[config.mk]
export PLATFORM = sky130hd
export DESIGN_NAME = jtpopeye_objfetch
export DESIGN_NICKNAME = d
export VERILOG_FILES = /design/src/rtl/jtpopeye_objfetch.sv
export SDC_FILE = /design/constraint.sdc
export NUM_CORES = 1
export LEC_CHECK = 0
export CAP_MARGIN = 30
export CORE_ASPECT_RATIO = 1.1
export CORE_MARGIN = 2
export CORE_UTILIZATION = 48
export DETAILED_ROUTE_END_ITERATION = 10
export GPL_ROUTABILITY_DRIVEN = 0
export HOLD_SLACK_MARGIN = 0.08
export PLACE_DENSITY = 0.85
export SLEW_MARGIN = 20
export SYNTH_ARGS = -nofsm -noshare
export SYNTH_HDL_FRONTEND = slang
export SYNTH_SLANG_ARGS = --single-unit
[constraint.sdc]
create_clock -name clk -period 4.3 [get_ports clk]
set_input_delay 0.43 -clock clk [delete_from_list [all_inputs] [get_ports clk]]
set_output_delay 0.43 -clock clk [all_outputs]
set_load 0.02 [all_outputs]
[src/rtl/jtpopeye_objfetch.sv]
// Per-scanline object fetch sequencer: scans the attribute table, fetches both
// 8-pixel halves of every object on the line and hands them to the line buffer.
module jtpopeye_objfetch #(
    parameter int unsigned OBJMAX = 32,
    parameter int unsigned MAXVIS = 8,
    parameter int unsigned LAT    = 2,
    localparam int unsigned AW = $clog2(OBJMAX),
    localparam int unsigned VW = $clog2(MAXVIS + 1),
    localparam int unsigned CW = $clog2(LAT + 1)
) (
    input  logic          clk,
    input  logic          rst,
    input  logic          line_start,
    input  logic [7:0]    vrender,
    output logic [AW-1:0] spr_addr,
    input  logic [31:0]   spr_data,
    output logic [12:0]   obj_addr,
    input  logic [31:0]   obj_dout,
    output logic          buf_we,
    output logic [7:0]    buf_x,
    output logic [31:0]   buf_data,
    output logic          buf_hflip,
    output logic [5:0]    buf_pal,
    output logic          busy,
    output logic          done,
    output logic          ovf
);

    typedef enum logic [2:0] {
        IDLE, RD, CHK, WAIT, WR, NXT, DONE
    } state_t;

    localparam logic [VW-1:0] VIS_LIM  = VW'(MAXVIS);
    localparam logic [CW-1:0] LAT_LD   = CW'(LAT);
    localparam logic [AW-1:0] LAST_ENT = AW'(OBJMAX - 1);

    state_t        state_q;
    logic [AW-1:0] spr_addr_q;
    logic [VW-1:0] vis_q;
    logic [CW-1:0] cnt_q;
    logic          half_q;
    logic [7:0]    x_q;
    logic          hflip_q;
    logic [5:0]    pal_q;
    logic [12:0]   obj_addr_q;
    logic          buf_we_q;
    logic [7:0]    buf_x_q;
    logic [31:0]   buf_data_q;
    logic          buf_hflip_q;
    logic [5:0]    buf_pal_q;
    logic          busy_q;
    logic          done_q;
    logic          ovf_q;

    logic [7:0] dy;
    logic       hit;
    logic [3:0] row;

    // Line-relative row; the 8-bit wrap lets objects straddle the top edge
    always_comb begin
        dy  = vrender - spr_data[31:24];
        hit = dy < 8'd16;
        row = spr_data[7] ? ~dy[3:0] : dy[3:0];
    end

    always_ff @(posedge clk) begin
        if (rst) begin
            state_q     <= IDLE;
            spr_addr_q  <= '0;
            vis_q       <= '0;
            cnt_q       <= '0;
            half_q      <= 1'b0;
            x_q         <= '0;
            hflip_q     <= 1'b0;
            pal_q       <= '0;
            obj_addr_q  <= '0;
            buf_we_q    <= 1'b0;
            buf_x_q     <= '0;
            buf_data_q  <= '0;
            buf_hflip_q <= 1'b0;
            buf_pal_q   <= '0;
            busy_q      <= 1'b0;
            done_q      <= 1'b0;
            ovf_q       <= 1'b0;
        end else begin
            buf_we_q <= 1'b0;
            done_q   <= 1'b0;
            // A line start restarts the scan from any state, so no done for the aborted one
            if (line_start) begin
                state_q    <= RD;
                busy_q     <= 1'b1;
                spr_addr_q <= '0;
                vis_q      <= '0;
                ovf_q      <= 1'b0;
                half_q     <= 1'b0;
            end else begin
                case (state_q)
                    IDLE: state_q <= IDLE;
                    RD:   state_q <= CHK;
                    CHK: begin
                        x_q     <= spr_data[23:16];
                        hflip_q <= spr_data[6];
                        pal_q   <= spr_data[5:0];
                        if (hit && vis_q < VIS_LIM) begin
                            obj_addr_q <= {spr_data[15:8], row, 1'b0};
                            cnt_q      <= LAT_LD;
                            state_q    <= WAIT;
                        end else begin
                            if (hit) ovf_q <= 1'b1;
                            state_q <= NXT;
                        end
                    end
                    WAIT: begin
                        cnt_q <= cnt_q - CW'(1);
                        if (cnt_q == CW'(1)) state_q <= WR;
                    end
                    WR: begin
                        buf_we_q    <= 1'b1;
                        buf_data_q  <= obj_dout;
                        buf_x_q     <= x_q + {4'd0, half_q ^ hflip_q, 3'd0};
                        buf_hflip_q <= hflip_q;
                        buf_pal_q   <= pal_q;
                        if (!half_q) begin
                            half_q        <= 1'b1;
                            obj_addr_q[0] <= 1'b1;
                            cnt_q         <= LAT_LD;
                            state_q       <= WAIT;
                        end else begin
                            half_q  <= 1'b0;
                            vis_q   <= vis_q + VW'(1);
                            state_q <= NXT;
                        end
                    end
                    NXT: begin
                        if (spr_addr_q == LAST_ENT) begin
                            done_q  <= 1'b1;
                            state_q <= DONE;
                        end else begin
                            spr_addr_q <= spr_addr_q + AW'(1);
                            state_q    <= RD;
                        end
                    end
                    DONE: begin
                        busy_q  <= 1'b0;
                        state_q <= IDLE;
                    end
                    default: begin
                        busy_q  <= 1'b0;
                        state_q <= IDLE;
                    end
                endcase
            end
        end
    end

    assign spr_addr  = spr_addr_q;
    assign obj_addr  = obj_addr_q;
    assign buf_we    = buf_we_q;
    assign buf_x     = buf_x_q;
    assign buf_data  = buf_data_q;
    assign buf_hflip = buf_hflip_q;
    assign buf_pal   = buf_pal_q;
    assign busy      = busy_q;
    assign done      = done_q;
    assign ovf       = ovf_q;

endmodule
==> results of run 1 <==
## path summary, 6_finish.rpt
kind                startpoint          end  slack, ns  cells after the start
setup / recovery  spr_data[24]  obj_addr[0]       1.16                      9
hold / removal        pal_q[0]   buf_pal[0]       0.45                      2
setup reg to reg    state_q[1]  obj_addr[0]       1.65                      5
hold reg to reg       pal_q[0]   buf_pal[0]       0.45                      2
## registers in the layout, indices dropped and copies added (netlist names), 4 cells and up
signal / count
x_q: 8
buf_data: 32
spr_addr: 5
buf_pal: 6
buf_x: 8
pal_q: 6
vis_q: 4
obj_addr: 13
## through the flow
stage          cell area [sq um]  utilization  instances  power (uW)
6_report                    5700        0.712        715        1710
5_1_grt                     5700        0.712        715        1770
4_1_cts                     5700        0.712        715        1720
3_5_place_dp                5470        0.683        699        1070
3_3_place_gp                5440        0.680        698        1060
2_1_floorplan               3980            -        473         978
## power by group through the flow
| stage | clock, uW | combinational [uW] | sequential (uW) |
|---|---|---|---|
| global placement | 0 | 163 | 898 |
| finish | 659 | 168 | 878 |
| floorplan | 0 | 78.6 | 900 |
| global route | 705 | 182 | 879 |
| CTS | 670 | 169 | 878 |
| detailed placement | 0 | 167 | 899 |
## per-layer routing
metal | up-vias | track usage | share of wire
li1 | 1841 | - | -
met1 | 1683 | 0.265 | 0.41
met2 | 143 | 0.392 | 0.50
met3 | 21 | 0.0568 | 0.070
met4 | 0 | 0.0828 | 0.019
met5 | - | 0 | 0
## critical path, delay by kind of cell
family,cells,cell delay (ns)
buffers and inverters,2,0.54
AND/OR/NAND/NOR,3,1.08
AO/OA/AOI/OAI,2,0.79
adder cells (fa/ha/maj),2,0.55
## cells by family (layout without fill, tap and decap cells)
kind of cell	Yosys count	after routing	share of synthesized area
adders and majority gates	15	15	0.0491
muxes	4	4	0.0101
and+or+nand+nor	196	196	0.220
buffers and inverters	40	174	0.0440
AOI/OAI and AO/OA	105	105	0.162
xor gates and xnor gates	19	19	0.0418
DFF	94	94	0.473
## layout by cell type, fill, tap and decap left out, drive strengths merged, types with 9 or more instances in the layout
cell type        n
clkdlybuf4s50  142
nand2          124
dfxtp           94
a21oi           66
nor2            31
ha              14
inv             14
a31o            12
xor2            10
clkbuf          10
xnor2            9
## cell type report
cell class | count | area, sq um | area share
Multi-Input combinational cell | 339 | 1930 | 0.340
Inverter | 12 | 45.0 | 0.00791
Timing Repair Buffer | 146 | 1470 | 0.258
Clock buffer | 10 | 138 | 0.0242
Sequential cell | 94 | 1880 | 0.330
Clock inverter | 6 | 92.6 | 0.0163
Tap cell | 108 | 135 | 0.0237
## cell usage after synthesis (3+ instances only)
| cell | count |
|---|---|
| nand3_1 | 6 |
| nor3b_2 | 3 |
| nor2b_1 | 3 |
| nand2b_1 | 3 |
| a211oi_1 | 4 |
| mux2i_1 | 4 |
| clkbuf_1 | 23 |
| nor2_1 | 31 |
| inv_1 | 12 |
| dfxtp_1 | 94 |
| buf_6 | 3 |
| xnor2_1 | 9 |
| o21ai_0 | 5 |
| ha_1 | 14 |
| nand4_1 | 3 |
| or3_1 | 4 |
| a21oi_1 | 66 |
| xor2_1 | 10 |
| a31o_2 | 10 |
| o21a_1 | 5 |
| nor3_2 | 3 |
| nor3b_1 | 5 |
| nor3_1 | 5 |
| nand2_1 | 124 |
==> impl_metrics.ini, run 1 <==
[status]
outcome = complete, no violations

[timing]
fin_crit_ns = 3.14
period_share = 0.729
hold_slack_ns = 0.454
worst_pin_slew_ns = 0.907
slew_violations = 0
tns_ns = 0
finalHoldViolCount = 0
slew_headroom = 0.395
setup_viol = 0
clock.fmax_mhz = 319
finalWorstSetupSlack_ns = 1.16
fin_skew_ns = 0.00628
rsz0062_at_grt = no

[yosys]
synth_area_leaders = dfxtp_1, nand2_1, a21oi_1
synth_top_area_cell = dfxtp_1
netlist_instances = 473
ys_seq_area_frac = 0.473
netlist_area_sq_mm = 0.00398
synth_nets = 563
yosysWarningCount = 0
synth.ff_latch_count = 94
synth.avg_cell_area_sq_um = 8.41
synth_edf_count = 0
synth_cell_type_count = 43
synth_top_area_share = 0.473
synthFlopType = dfxtp_1
async_flop_share = 0

[floorplan]
fp.dieW_um = 90.8
initial_core_util = 0.497
coreArea_sq_mm = 0.00800
io_pins = 144
dieArea_sq_mm = 0.00903
fp.dieH_um = 99.5
row_count = 34

[finish]
finalNetCount = 692
diodes = 0
layout-drive-gt1-share = 0.0725
filler_cell_count = 640
area_growth_pct = 43.1

[cts]
clk_path_buf_depth = 2
cts-root-buf = clkbuf_8
cts_made_buffers = 9
cts_tree = built
htreeDepth = 3
cts.sinks = 94
clock_latency_ns = 0.36
cts_setup_buffers = 0
holdBufCountCts = 0
clkTransAtPathRegs_ns = 0.09
cts_resized = 0

[run]
cap_violations = 0

[worst_setup_path]
cp_data_required_time_ns = 4.55
cp_cell_sequence = clkdlybuf4s50_1 -> ha_1 -> inv_1 -> fa_1 -> and3_1 -> or3_1 -> a211oi_2 -> nand4_2 -> a31o_2
critPathMaxFanout = 25
arrival_ns = 3.39
critPathMaxStageDelay_ns = 0.58
crit_path_end_kind = flop
start_kind = input port
crit_slowest_cell = nand4_2
critPathKind = input port to flop

[placed_design]
port_buffers = 143
dp_hpwl_um = 7400
pre_cts_slack_ns = 0.793

[detailed_routing]
drtAntennaViolNets = 0
wirelength_um = 10100
drtIter0Drc = 95
vias_per_cell = 5.16
firstDrtPassIters = 6
vias = 3688
drcViolationCount = 0
wl_per_cell_um = 14.1

[global_route]
antenna_found_initial = 0
grt.total_usage = 0.223
grt_pass1_vias = 3614
grt_pass1_wl_um = 16500
gr-total-overflow = 0
grt_max_degree = 45

[pwr]
p_sw_uw = 389
intPower_uw = 1320
combinationalPowerShare = 0.098
powerDensity_mw_per_mm2 = 299
pwr-share-seq = 0.515
clock_power_share = 0.387
max-vdd-ir-drop_v = 0.000209
p_sw_frac = 0.228
p_leak_uw = 0.00200

[min_path]
worstHoldPathType = flop to flop
Note: power is estimated with default switching activity, not from simulation.
==> run 2, diff against run 1 <==
CORE_UTILIZATION = 45   (was 48)
PLACE_DENSITY = 0.81   (was 0.85)
clock period = 3 ns   (was 4.3 ns; I/O delays follow)
==> impl_metrics.ini, run 2 (synthesis gave the netlist of run 1 again) <==
[status]
outcome = complete, no violations

[worst_setup_path]
start_kind = input port
arrival_ns = 2.90
cp_data_required_time_ns = 3.27
crit_path_end_kind = flop
critPathKind = input port to flop
critPathMaxFanout = 3

[cts]
cts_tree = built
cts-root-buf = clkbuf_8
cts_resized = 0
cts.sinks = 94
clock_latency_ns = 0.35
holdBufCountCts = 0
cts_setup_buffers = 0
htreeDepth = 3
cts_made_buffers = 9
clk_path_buf_depth = 2
clkTransAtPathRegs_ns = 0.10

[timing]
setup_viol = 0
finalWorstSetupSlack_ns = 0.366
period_share = 0.878
clock.fmax_mhz = 380
worst_pin_slew_ns = 0.883
finalHoldViolCount = 0
slew_headroom = 0.408
fin_skew_ns = 0.0114
tns_ns = 0
slew_violations = 0
rsz0062_at_grt = no
fin_crit_ns = 2.63

[detailed_routing]
drtAntennaViolNets = 0
wirelength_um = 9830
drtIter0Drc = 131
vias = 3661
wl_per_cell_um = 13.6
drcViolationCount = 0
firstDrtPassIters = 4
vias_per_cell = 5.07

[pwr]
power_uw = 2300
powerDensity_mw_per_mm2 = 404
p_leak_uw = 0.00201
max-vdd-ir-drop_v = 0.000344

[placed_design]
port_buffers = 143
pre_cts_slack_ns = 0.00442
dp_hpwl_um = 7180

[global_route]
grt_max_degree = 58
grt.total_usage = 0.201
gr-total-overflow = 0
grt_pass1_vias = 3515
grt_pass1_wl_um = 15600
antenna_found_initial = 0

[finish]
final_common_cell = clkdlybuf4s50_1
mostFrequentLayoutCells = clkdlybuf4s50_1, nand2_1, dfxtp_1
layout-drive-gt1-share = 0.0786
finalNetCount = 696
largest_reg_flops = 32
diodes = 0
area_growth_pct = 43.1

[floorplan]
dieArea_sq_mm = 0.00961
fp.dieW_um = 93.7
fp.dieH_um = 103
initial_core_util = 0.468
coreArea_sq_mm = 0.00850
row_count = 35
io_pins = 144

[run]
cap_violations = 0

[min_path]
worstHoldPathType = input port to flop
==> run 2: final timing paths <==
kind	start	to	slack, ns	cells after the start
worst max register to register	spr_addr[0]	spr_addr[3]	0.90	7
worst max-delay path	spr_data[24]	cnt_q[1]	0.37	10
worst min-delay path	rst	state_q[0]	0.40	2
worst min register to register	pal_q[4]	buf_pal[4]	0.45	2
==> run 2: per-stage QoR <==
stage	utilization	cells	hold WS, ns	instance area [sq um]
floorplan	-	473	0.432	3980
global placement	0.648	706	0.442	5500
detailed placement	0.648	706	0.446	5500
CTS	0.670	722	0.387	5690
global route	0.670	722	0.422	5690
finish	0.670	722	0.403	5690
==> run 2: critical path, stage by stage <==
cell and delay [ns]:
clkdlybuf4s50_1 0.48, ha_1 0.14, inv_1 0.05, fa_1 0.39, and3_1 0.17, or3_1 0.32, a211oi_2 0.31, nand4_1 0.21
a211o_1 0.32, a221oi_2 0.20
==> run 2: cell type report <==
type / instances / area (sq um)
multi-input combinational: 339 / 1930
inverter: 12 / 45.0
clock inverter: 6 / 52.6
fill: 712 / 2800
timing repair buffer: 150 / 1500
tap: 111 / 139
sequential: 94 / 1880
clock buffer: 10 / 138
==> run 2: metal layers <==
layer / GRT usage / part of all wire / vias up
li1: - / - / 1860
met1: 0.221 / 0.41 / 1657
met2: 0.359 / 0.49 / 134
met3: 0.0782 / 0.085 / 10
met4: 0.0647 / 0.010 / 0
met5: 0 / 0 / -
==> run 2: where the power goes <==
group	switching, uW	internal, uW	total (uW)
clock network	463	337	800
logic	101	137	239
registers	5.92	1250	1260
total	570	1730	2300
==> run 3, diff against run 2 <==
GPL_ROUTABILITY_DRIVEN = unset   (was 0)
==> results of run 3 <==
The final DEF is identical to that of run 2; final timing and power are the same.
